$ cat config.mk
export PLATFORM = sky130hd
export DESIGN_NAME = record_play_ctrl
export DESIGN_NICKNAME = d
export VERILOG_FILES = /design/src/rtl/record_play_pkg.sv /design/src/rtl/switch_debounce.sv /design/src/rtl/record_play_ctrl.sv
export SDC_FILE = /design/constraint.sdc
export NUM_CORES = 1
export LEC_CHECK = 0
export BUFFER_PORTS_ARGS = -buffer_cell sky130_fd_sc_hd__buf_2
export CAP_MARGIN = 20
export CORE_ASPECT_RATIO = 0.9
export CORE_MARGIN = 2
export CORE_UTILIZATION = 40
export DETAILED_ROUTE_END_ITERATION = 16
export PLACE_DENSITY = 0.67
export REMOVE_ABC_BUFFERS = 1
export SETUP_SLACK_MARGIN = 0.15
export SLEW_MARGIN = 20
export SYNTH_ARGS = -nofsm -noshare
export SYNTH_HDL_FRONTEND = slang
export SYNTH_SLANG_ARGS = --single-unit
$ cat constraint.sdc
create_clock -name clk -period 3 [get_ports clk]
set_input_delay 0.45 -clock clk [delete_from_list [all_inputs] [get_ports clk]]
set_output_delay 0.45 -clock clk [all_outputs]
set_load 0.02 [all_outputs]
$ cat src/rtl/record_play_pkg.sv
// Shared types and helpers for the record/playback controller.
package record_play_pkg;

   typedef enum logic [1:0] {IDLE, RECORD, PLAY, HOLD} state_t;

   // Smallest debounce count that still rejects a single-sample glitch.
   localparam int DEB_MIN = 2;

   function automatic int depth_of(input int addr_w);
      return 1 << addr_w;
   endfunction

   function automatic int num_ch_of(input int ch_w);
      return 1 << ch_w;
   endfunction

endpackage

$ cat src/rtl/switch_debounce.sv
// Two-flop synchroniser followed by a stability counter; the output level
// follows the raw switch only after DEB_CNT consecutive equal samples.
module switch_debounce
   import record_play_pkg::*;
#(
   parameter int DEB_CNT = 16
) (
   input  logic clk,
   input  logic rst,
   input  logic raw,
   output logic level
);

   localparam int CNT_LIM = (DEB_CNT < DEB_MIN) ? DEB_MIN : DEB_CNT;
   localparam int CNT_W   = $clog2(CNT_LIM);

   logic             sync_a;
   logic             sync_b;
   logic [CNT_W-1:0] cnt;

   // Released switches read high, so every stage resets to 1.
   always_ff @(posedge clk or posedge rst) begin
      if (rst) begin
         sync_a <= 1'b1;
         sync_b <= 1'b1;
         level  <= 1'b1;
         cnt    <= '0;
      end else begin
         sync_a <= raw;
         sync_b <= sync_a;
         if (sync_b == level) begin
            cnt <= '0;
         end else if (cnt == CNT_W'(CNT_LIM - 1)) begin
            level <= sync_b;
            cnt   <= '0;
         end else begin
            cnt <= cnt + 1'b1;
         end
      end
   end

endmodule

$ cat src/rtl/record_play_ctrl.sv
// Record/playback controller: debounced switches, state machine, sample pointer
// and per-channel lengths. Define RECORD_PLAY_LOOP_EN for looping playback.
module record_play_ctrl
   import record_play_pkg::*;
#(
   parameter int ADDR_W  = 8,
   parameter int CH_W    = 2,
   parameter int DEB_CNT = 16
) (
   input  logic              clk,
   input  logic              rst,
   input  logic              record_switch,
   input  logic              play_switch,
   input  logic [CH_W-1:0]   ch_sel,
   input  logic              sample_tick,
   output logic              record_output,
   output logic              play_output,
   output logic              mem_we,
   output logic              mem_re,
   output logic [ADDR_W-1:0] mem_addr,
   output logic [CH_W-1:0]   mem_ch,
   output logic              busy
);

   localparam int DEPTH  = depth_of(ADDR_W);
   localparam int NUM_CH = num_ch_of(CH_W);
   localparam int LEN_W  = ADDR_W + 1;

   logic rec_level;
   logic play_level;
   logic rec_on;
   logic play_on;

   switch_debounce #(.DEB_CNT(DEB_CNT)) u_rec_deb (
      .clk   (clk),
      .rst   (rst),
      .raw   (record_switch),
      .level (rec_level)
   );

   switch_debounce #(.DEB_CNT(DEB_CNT)) u_play_deb (
      .clk   (clk),
      .rst   (rst),
      .raw   (play_switch),
      .level (play_level)
   );

   assign rec_on  = ~rec_level;
   assign play_on = ~play_level;

   state_t            state;
   state_t            state_nxt;
   logic [ADDR_W-1:0] ptr;
   logic [ADDR_W-1:0] ptr_nxt;
   logic [CH_W-1:0]   ch;
   logic [CH_W-1:0]   ch_nxt;
   logic [LEN_W-1:0]  len [NUM_CH];
   logic              len_we;
   logic [LEN_W-1:0]  len_val;
   logic [LEN_W-1:0]  count_after;

   // Number of accesses completed once the current one retires.
   assign count_after = LEN_W'(ptr) + LEN_W'(1);

   always_comb begin
      // NOTE: every output of this block gets a default first, so no path infers a latch.
      state_nxt = state;
      ptr_nxt   = ptr;
      ch_nxt    = ch;
      len_we    = 1'b0;
      len_val   = '0;
      case (state)
         IDLE: begin
            if (rec_on) begin
               state_nxt = RECORD;
               ch_nxt    = ch_sel;
               ptr_nxt   = '0;
            end else if (play_on && (len[ch_sel] != '0)) begin
               state_nxt = PLAY;
               ch_nxt    = ch_sel;
               ptr_nxt   = '0;
            end
         end
         RECORD: begin
            if (sample_tick && (ptr == ADDR_W'(DEPTH - 1))) begin
               len_we    = 1'b1;
               len_val   = LEN_W'(DEPTH);
               state_nxt = HOLD;
            end else if (sample_tick) begin
               ptr_nxt = ptr + 1'b1;
               if (!rec_on) begin
                  len_we    = 1'b1;
                  len_val   = count_after;
                  state_nxt = IDLE;
               end
            end else if (!rec_on) begin
               len_we    = 1'b1;
               len_val   = LEN_W'(ptr);
               state_nxt = IDLE;
            end
         end
         PLAY: begin
            if (sample_tick && (count_after == len[ch])) begin
`ifdef RECORD_PLAY_LOOP_EN
               ptr_nxt = '0;
               if (!play_on) state_nxt = IDLE;
`else
               state_nxt = HOLD;
`endif
            end else if (sample_tick) begin
               ptr_nxt = ptr + 1'b1;
               if (!play_on) state_nxt = IDLE;
            end else if (!play_on) begin
               state_nxt = IDLE;
            end
         end
         HOLD: begin
            if (!rec_on && !play_on) state_nxt = IDLE;
         end
         default: state_nxt = IDLE;
      endcase
   end

   always_ff @(posedge clk or posedge rst) begin
      if (rst) begin
         state <= IDLE;
         ptr   <= '0;
         ch    <= '0;
         // NOTE: the length file is reset because a never-recorded channel must read as empty.
         for (int i = 0; i < NUM_CH; i++) len[i] <= '0;
      end else begin
         state <= state_nxt;
         ptr   <= ptr_nxt;
         ch    <= ch_nxt;
         if (len_we) len[ch] <= len_val;
      end
   end

   assign record_output = (state == RECORD);
   assign play_output   = (state == PLAY);
   assign mem_we        = (state == RECORD) && sample_tick;
   assign mem_re        = (state == PLAY) && sample_tick;
   assign mem_addr      = ptr;
   assign mem_ch        = ch;
   assign busy          = (state != IDLE);

endmodule
* After elaboration in Yosys (flattened, before gate mapping) *
Cells that the tools add are included.

storage, ports and cells
  register bits after elaboration = 62
  input port bits = 7
  output and inout bits = 15
  logic and storage cells = 96

operators by class
  add/sub/neg operators = 4
  order comparisons = 3
  equality and inequality tests = 16
  multiplexer cells = 37
  bitwise operators = 5
  reduce and logical (&&, ||, !) cells = 16

operators by type and width
  cell                                                              count
  9-bit 2-to-1 mux                                                  9
  8-bit 2-to-1 mux                                                  6
  9-bit binary-select mux with 2-bit select                         2
  36-bit bitwise mux                                                1
  8-bit case mux with 3 select lines                                1
  9-bit demux with 2-bit select                                     1
  2-bit 2-to-1 mux                                                  9
  4-bit 2-to-1 mux                                                  4
  8-bit by 1-bit adder with 9-bit output (second input constant)    1
  9-bit == test                                                     1
  9-bit nonzero test                                                1
  4-bit by 1-bit adder with 4-bit output (second input constant)    2
  8-bit by 1-bit adder with 8-bit output (second input constant)    1
  4-bit == test (second input constant)                             2
  8-bit == test (second input constant)                             1
  2-bit != test (second input constant)                             4
  2-bit case mux with 4 select lines                                1
  4-bit AND reduction                                               2
  1-bit logical AND                                                 7
  3-bit >= comparator (second input constant)                       2
  3-bit by 1-bit != test with 1-bit output (second input constant)  2
  2-bit inverter with 3-bit output                                  2
  2-bit AND reduction                                               3
  2-bit == test (second input constant)                             2
  other kinds (9)                                                   14

* Logic depth before layout (Yosys ltp) *
  depth after elaboration = 9
  gate-level depth with buffers = 11
  mapped depth without buffers = 8

* Hierarchy *
From an unflattened synthesis, not the netlist that was laid out.

unflattened totals
  cell total of the unflattened synthesis = 295
  area total of the unflattened synthesis = 3434.5 µm²

modules (own cells, without submodules)
  module            instances  cells each  area each (µm²)  sequential area each (µm²)
  record_play_ctrl  1          257         2879.0           1201.2
  switch_debounce   2          19          277.8            178.9

* Worst setup path before layout *
No wires, ideal clock.

  kind = reg-to-reg
  start = register ch[1] (netlist: mem_ch[1])
  end = register ptr[2] (netlist: mem_addr[2])
  setup time = 0.092 ns
  data arrival time = 2.635 ns
  required time = 2.908 ns
  slack = 0.273 ns
  cell stages (with the launch flop) = 11
  buffers on the path = 3
  clock period less this slack = 2.727 ns
  path through = dfrtp_1 > buf_2 > mux4_2 > xnor2_1 > and3_1 > o211a_1 > a41o_1 > buf_6 > or2_1 > buf_6 > o31ai_2

between the ends
  cells in the longest elaborated chain, start to end = 8

ends and longest elaborated chain
  item                                                    RTL line                 RTL
  from (decl)                                             record_play_ctrl.sv:55   logic [CH_W-1:0] ch;
  from (signal assigned)                                  record_play_ctrl.sv:134  ch <= ch_nxt;
  2-bit inverter with 3-bit output (implied by the code)  record_play_ctrl.sv:103  if (sample_tick && (count_after == len[ch])) begin
  9-bit binary-select mux with 2-bit select               record_play_ctrl.sv:103
  9-bit 2-to-1 mux (implied by the code) (2 in series)    record_play_ctrl.sv:103
  9-bit == test                                           record_play_ctrl.sv:103
  1-bit logical AND                                       record_play_ctrl.sv:103
  2-bit != test (no line)                                 -
  4-bit AND reduction (no line)                           -
  to (signal assigned)                                    record_play_ctrl.sv:133  ptr <= ptr_nxt;
  to (decl)                                               record_play_ctrl.sv:53   logic [ADDR_W-1:0] ptr;

Every way passes these cells. The select of a mux whose other input is x is not followed.
A chain may end at the register's enable or synchronous reset.

* Worst setup path in the final report *
  start = register ptr[1] (netlist: mem_addr[1])
  end = register len[20] in the netlist's numbering

between the ends
  cells in the longest elaborated chain, start to end = 6
  elaborated cells between the ends (all ways) = 10
  those cells by class = 1 x add/sub; 1 x eq/ne; 7 x mux; 1 x reduce/logical

ends and longest elaborated chain
  item                                    RTL line                 RTL
  8-bit by 1-bit adder with 9-bit output  record_play_ctrl.sv:63   assign count_after = LEN_W'(ptr) + LEN_W'(1);
  9-bit 2-to-1 mux                        record_play_ctrl.sv:91   if (!rec_on) begin
  9-bit 2-to-1 mux                        record_play_ctrl.sv:89   end else if (sample_tick) begin
  9-bit 2-to-1 mux                        record_play_ctrl.sv:85   if (sample_tick && (ptr == ADDR_W'(DEPTH - 1))) begin
  9-bit 2-to-1 mux                        record_play_ctrl.sv:72   case (state)
  36-bit bitwise mux                      record_play_ctrl.sv:135  if (len_we) len[ch] <= len_val;
  to (signal, indexed assignment)         record_play_ctrl.sv:135
  to (decl)                               record_play_ctrl.sv:57   logic [LEN_W-1:0] len [NUM_CH];

Several ways; a longest one is shown, not always the timed one.

==> flow_summary.json <==
{
  "routed_wl_um": 7720,
  "cts_buffer_depth": 2,
  "fin_skew_ps": 11.2,
  "die_height_um": 92.0,
  "power.leakage_nw": 1.74,
  "antenna_left": 0,
  "drt_iter0_drc": 178,
  "hp-start": "play_switch",
  "synth_mux_area_share_pct": 18.8,
  "drc": 0,
  "synth_fa_ha_area_share_pct": 2.91,
  "setup_slack_ps": 302,
  "die_x_um": 102,
  "worst_pin_slew_ps": 889,
  "ys_seq_area_share_pct": 45.3,
  "arrival_ps": 2930,
  "postSynthAreaPerCell_um2": 11.3,
  "cp_max_fo": 9,
  "hold_buffers": 0,
  "syn_inst": 304,
  "cap_violations": 0,
  "overflow": 0,
  "dp.cells": 441,
  "path_clk_slew_ps": 80,
  "p_int_mw": 1.65,
  "hold_viol": 0,
  "power.density_nw_per_um2": 692,
  "crit_path_start_kind": "flip-flop",
  "yosys_warnings": 0,
  "dp_slack_ps": 212,
  "cts_tree": "done",
  "vias": 2467,
  "ys_ff_latch": 62,
  "dpl_cell_area_um2": 3680,
  "grt_usage_pct": 18.0,
  "numPortBuffers": 21,
  "slew_headroom_pct": 40.5,
  "yosys.area_share.simple_pct": 13.0,
  "gp_congestion": 0.905,
  "root_buffer": "clkbuf_8",
  "cts_max_level": 3,
  "reg2reg_from": "mem_addr[1]",
  "synth.cell_area_um2": 3440,
  "antenna_cells": 0,
  "sw_frac_of_total_pct": 38.3,
  "synth-edff-count": 0,
  "setup_viol": 0,
  "status": "completed",
  "start_util_pct": 40.7,
  "dpl.hpwl_um": 5570,
  "hold_class": "in -> reg",
  "finalCritPeriodShare_pct": 89.9,
  "post_drt_wl_per_cell_um": 16.9,
  "final-instance-count-excl-fill": 457,
  "grt_pass1_wl_um": 12800,
  "area_growth_syn_to_layout_pct": 12.4,
  "fmaxAchievable_mhz": 371,
  "p_sw_mw": 1.03,
  "crit_required_ps": 3240,
  "rsz0062_at_grt": "false",
  "dr.pass1.iters": 4,
  "synth_xor_xnor_area_share_pct": 5.89,
  "critPathCaptureType": "flip-flop",
  "clkSinkCount": 62,
  "period_needed_ps": 2700,
  "antenna_found_initial": 0,
  "boundaryPins": 22,
  "final_layout_size_suffix_gt1_share_pct": 29.9,
  "synth_top_family_by_area": "multiplexers",
  "p_seq_share_pct": 39.2,
  "cts_inserted_buffers": 9,
  "irDropWorstVdd_mv": 0.261,
  "criticalPathCategory": "reg -> reg",
  "fin_util_pct": 45.7,
  "grt_max_degree": 63,
  "core-area_um2": 8450,
  "ys.flop_type": "dfrtp_1",
  "finalInstanceArea_um2": 3860,
  "p_comb_share_pct": 35.6,
  "critPathLaunch": "mem_addr[1]",
  "grt_pass1_vias": 2466,
  "fin_tns_setup_ps": 0,
  "final_cell_mix": "dfrtp_1, mux2_2, nor2_1",
  "synth_compound_area_share_pct": 10.3,
  "layout_commonest_cell": "dfrtp_1",
  "report.final.slew_viol_count": 0,
  "post_synth_num_cell_types": 51,
  "dieArea_um2": 9360,
  "async_flop_share_pct": 100,
  "clk_latency_ps": 350,
  "power_frac_clock_pct": 25.2,
  "row_count": 32,
  "nNetsFinal": 348,
  "vias_per_cell": 5.40
}
-- timing repair --
item | 4_1_cts | 5_1_grt
setup buffers | 0 | 0
endpoints found under the setup margin | 0 | 10
resized for setup | 0 | 2
-- per-stage QoR --
stage	hold WS, ps	total power [mW]
after floorplan	345	1.72
after global placement	346	1.99
after detailed placement	347	2.01
after CTS	193	2.69
after global routing	194	2.84
final	206	2.67
-- worst paths after layout --
path / end / slack, ps / depth (start not counted)
worst max-delay path: len[20] / 300 / 7
worst min-delay path: u_play_deb.sync_a / 210 / 1
worst max register to register: len[20] / 300 / 7
worst min register to register: u_rec_deb.sync_b / 350 / 0
max in group asynchronous: mem_ch[1] / 2120 / 3
min in group asynchronous: state[1] / 330 / 3
-- Yosys cell counts, types with 2 or more instances --
master | number | area, um2
ha_1 | 8 | 100
nand3_1 | 10 | 50.1
mux4_1 | 2 | 52.6
dfstp_2 | 6 | 158
a211oi_1 | 5 | 37.5
mux4_2 | 7 | 158
and3_1 | 4 | 25.0
xnor2_1 | 14 | 123
o221ai_1 | 2 | 17.5
nand2_1 | 16 | 60.1
mux2_2 | 38 | 428
nor4b_1 | 3 | 26.3
nand4_1 | 3 | 18.8
and4_1 | 2 | 17.5
buf_6 | 3 | 33.8
buf_2 | 4 | 20.0
o31ai_1 | 2 | 15.0
o22ai_1 | 5 | 31.3
nor2_1 | 22 | 82.6
clkbuf_1 | 4 | 15.0
and2_1 | 4 | 25.0
xor2_1 | 4 | 35.0
inv_1 | 16 | 60.1
a31oi_1 | 3 | 18.8
nor2b_1 | 4 | 25.0
nor3_1 | 5 | 25.0
nand2b_1 | 3 | 18.8
dfrtp_1 | 56 | 1400
a21boi_0 | 2 | 15.0
o21ai_0 | 13 | 65.1
nand4b_1 | 2 | 17.5
a21oi_1 | 9 | 45.0
xnor3_1 | 2 | 45.0
nor4_1 | 4 | 25.0
-- state kept, by name, summed over array words and instances, names as in the netlist --
signal             count
u_rec_deb.level        1
len                   36
u_rec_deb.cnt          4
u_rec_deb.sync_b       1
u_play_deb.level       1
u_rec_deb.sync_a       1
mem_addr               8
mem_ch                 2
u_play_deb.sync_b      1
u_play_deb.sync_a      1
u_play_deb.cnt         4
state                  2
-- power by group through the flow --
stage | Combinational [mW] | Sequential [mW] | Clock [mW]
floorplan | 0.575 | 1.14 | 0
global placement | 0.931 | 1.06 | 0
detailed placement | 0.947 | 1.06 | 0
CTS | 0.950 | 1.05 | 0.694
global route | 1.05 | 1.07 | 0.727
finish | 0.952 | 1.05 | 0.674
-- routing by layer --
layer	global-route usage, %	routed length (um)
met5	0	0
met4	5.63	108
met3	4.12	277
met2	27.0	3550
met1	25.8	3790
-- area by class of cell --
class                      instances  area (um2)
tap                              119         149
timing repair buffer              29         165
clock inverter                     4        32.5
inverter                          16        60.1
multi-input combinational        215        1750
fill                             788        4580
clock buffer                      12         145
sequential                        62        1560
-- critical path, cell delays in order (launching register included) --
cell and delay, ps:
dfrtp_1 430, ha_1 200, and2_1 260, and3_1 250, and2_1 160, o21ai_1 130, nor2_1 730, mux2_2 410
-- kinds of logic after synthesis --
group                      Yosys count
buffers and inverters               27
and+or+nand+nor                     86
AOI/OAI and AO/OA                   53
muxes                               48
DFF                                 62
xor gates and xnor gates            20
adders and majority gates            8
Power figures use the tool's default switching activity.
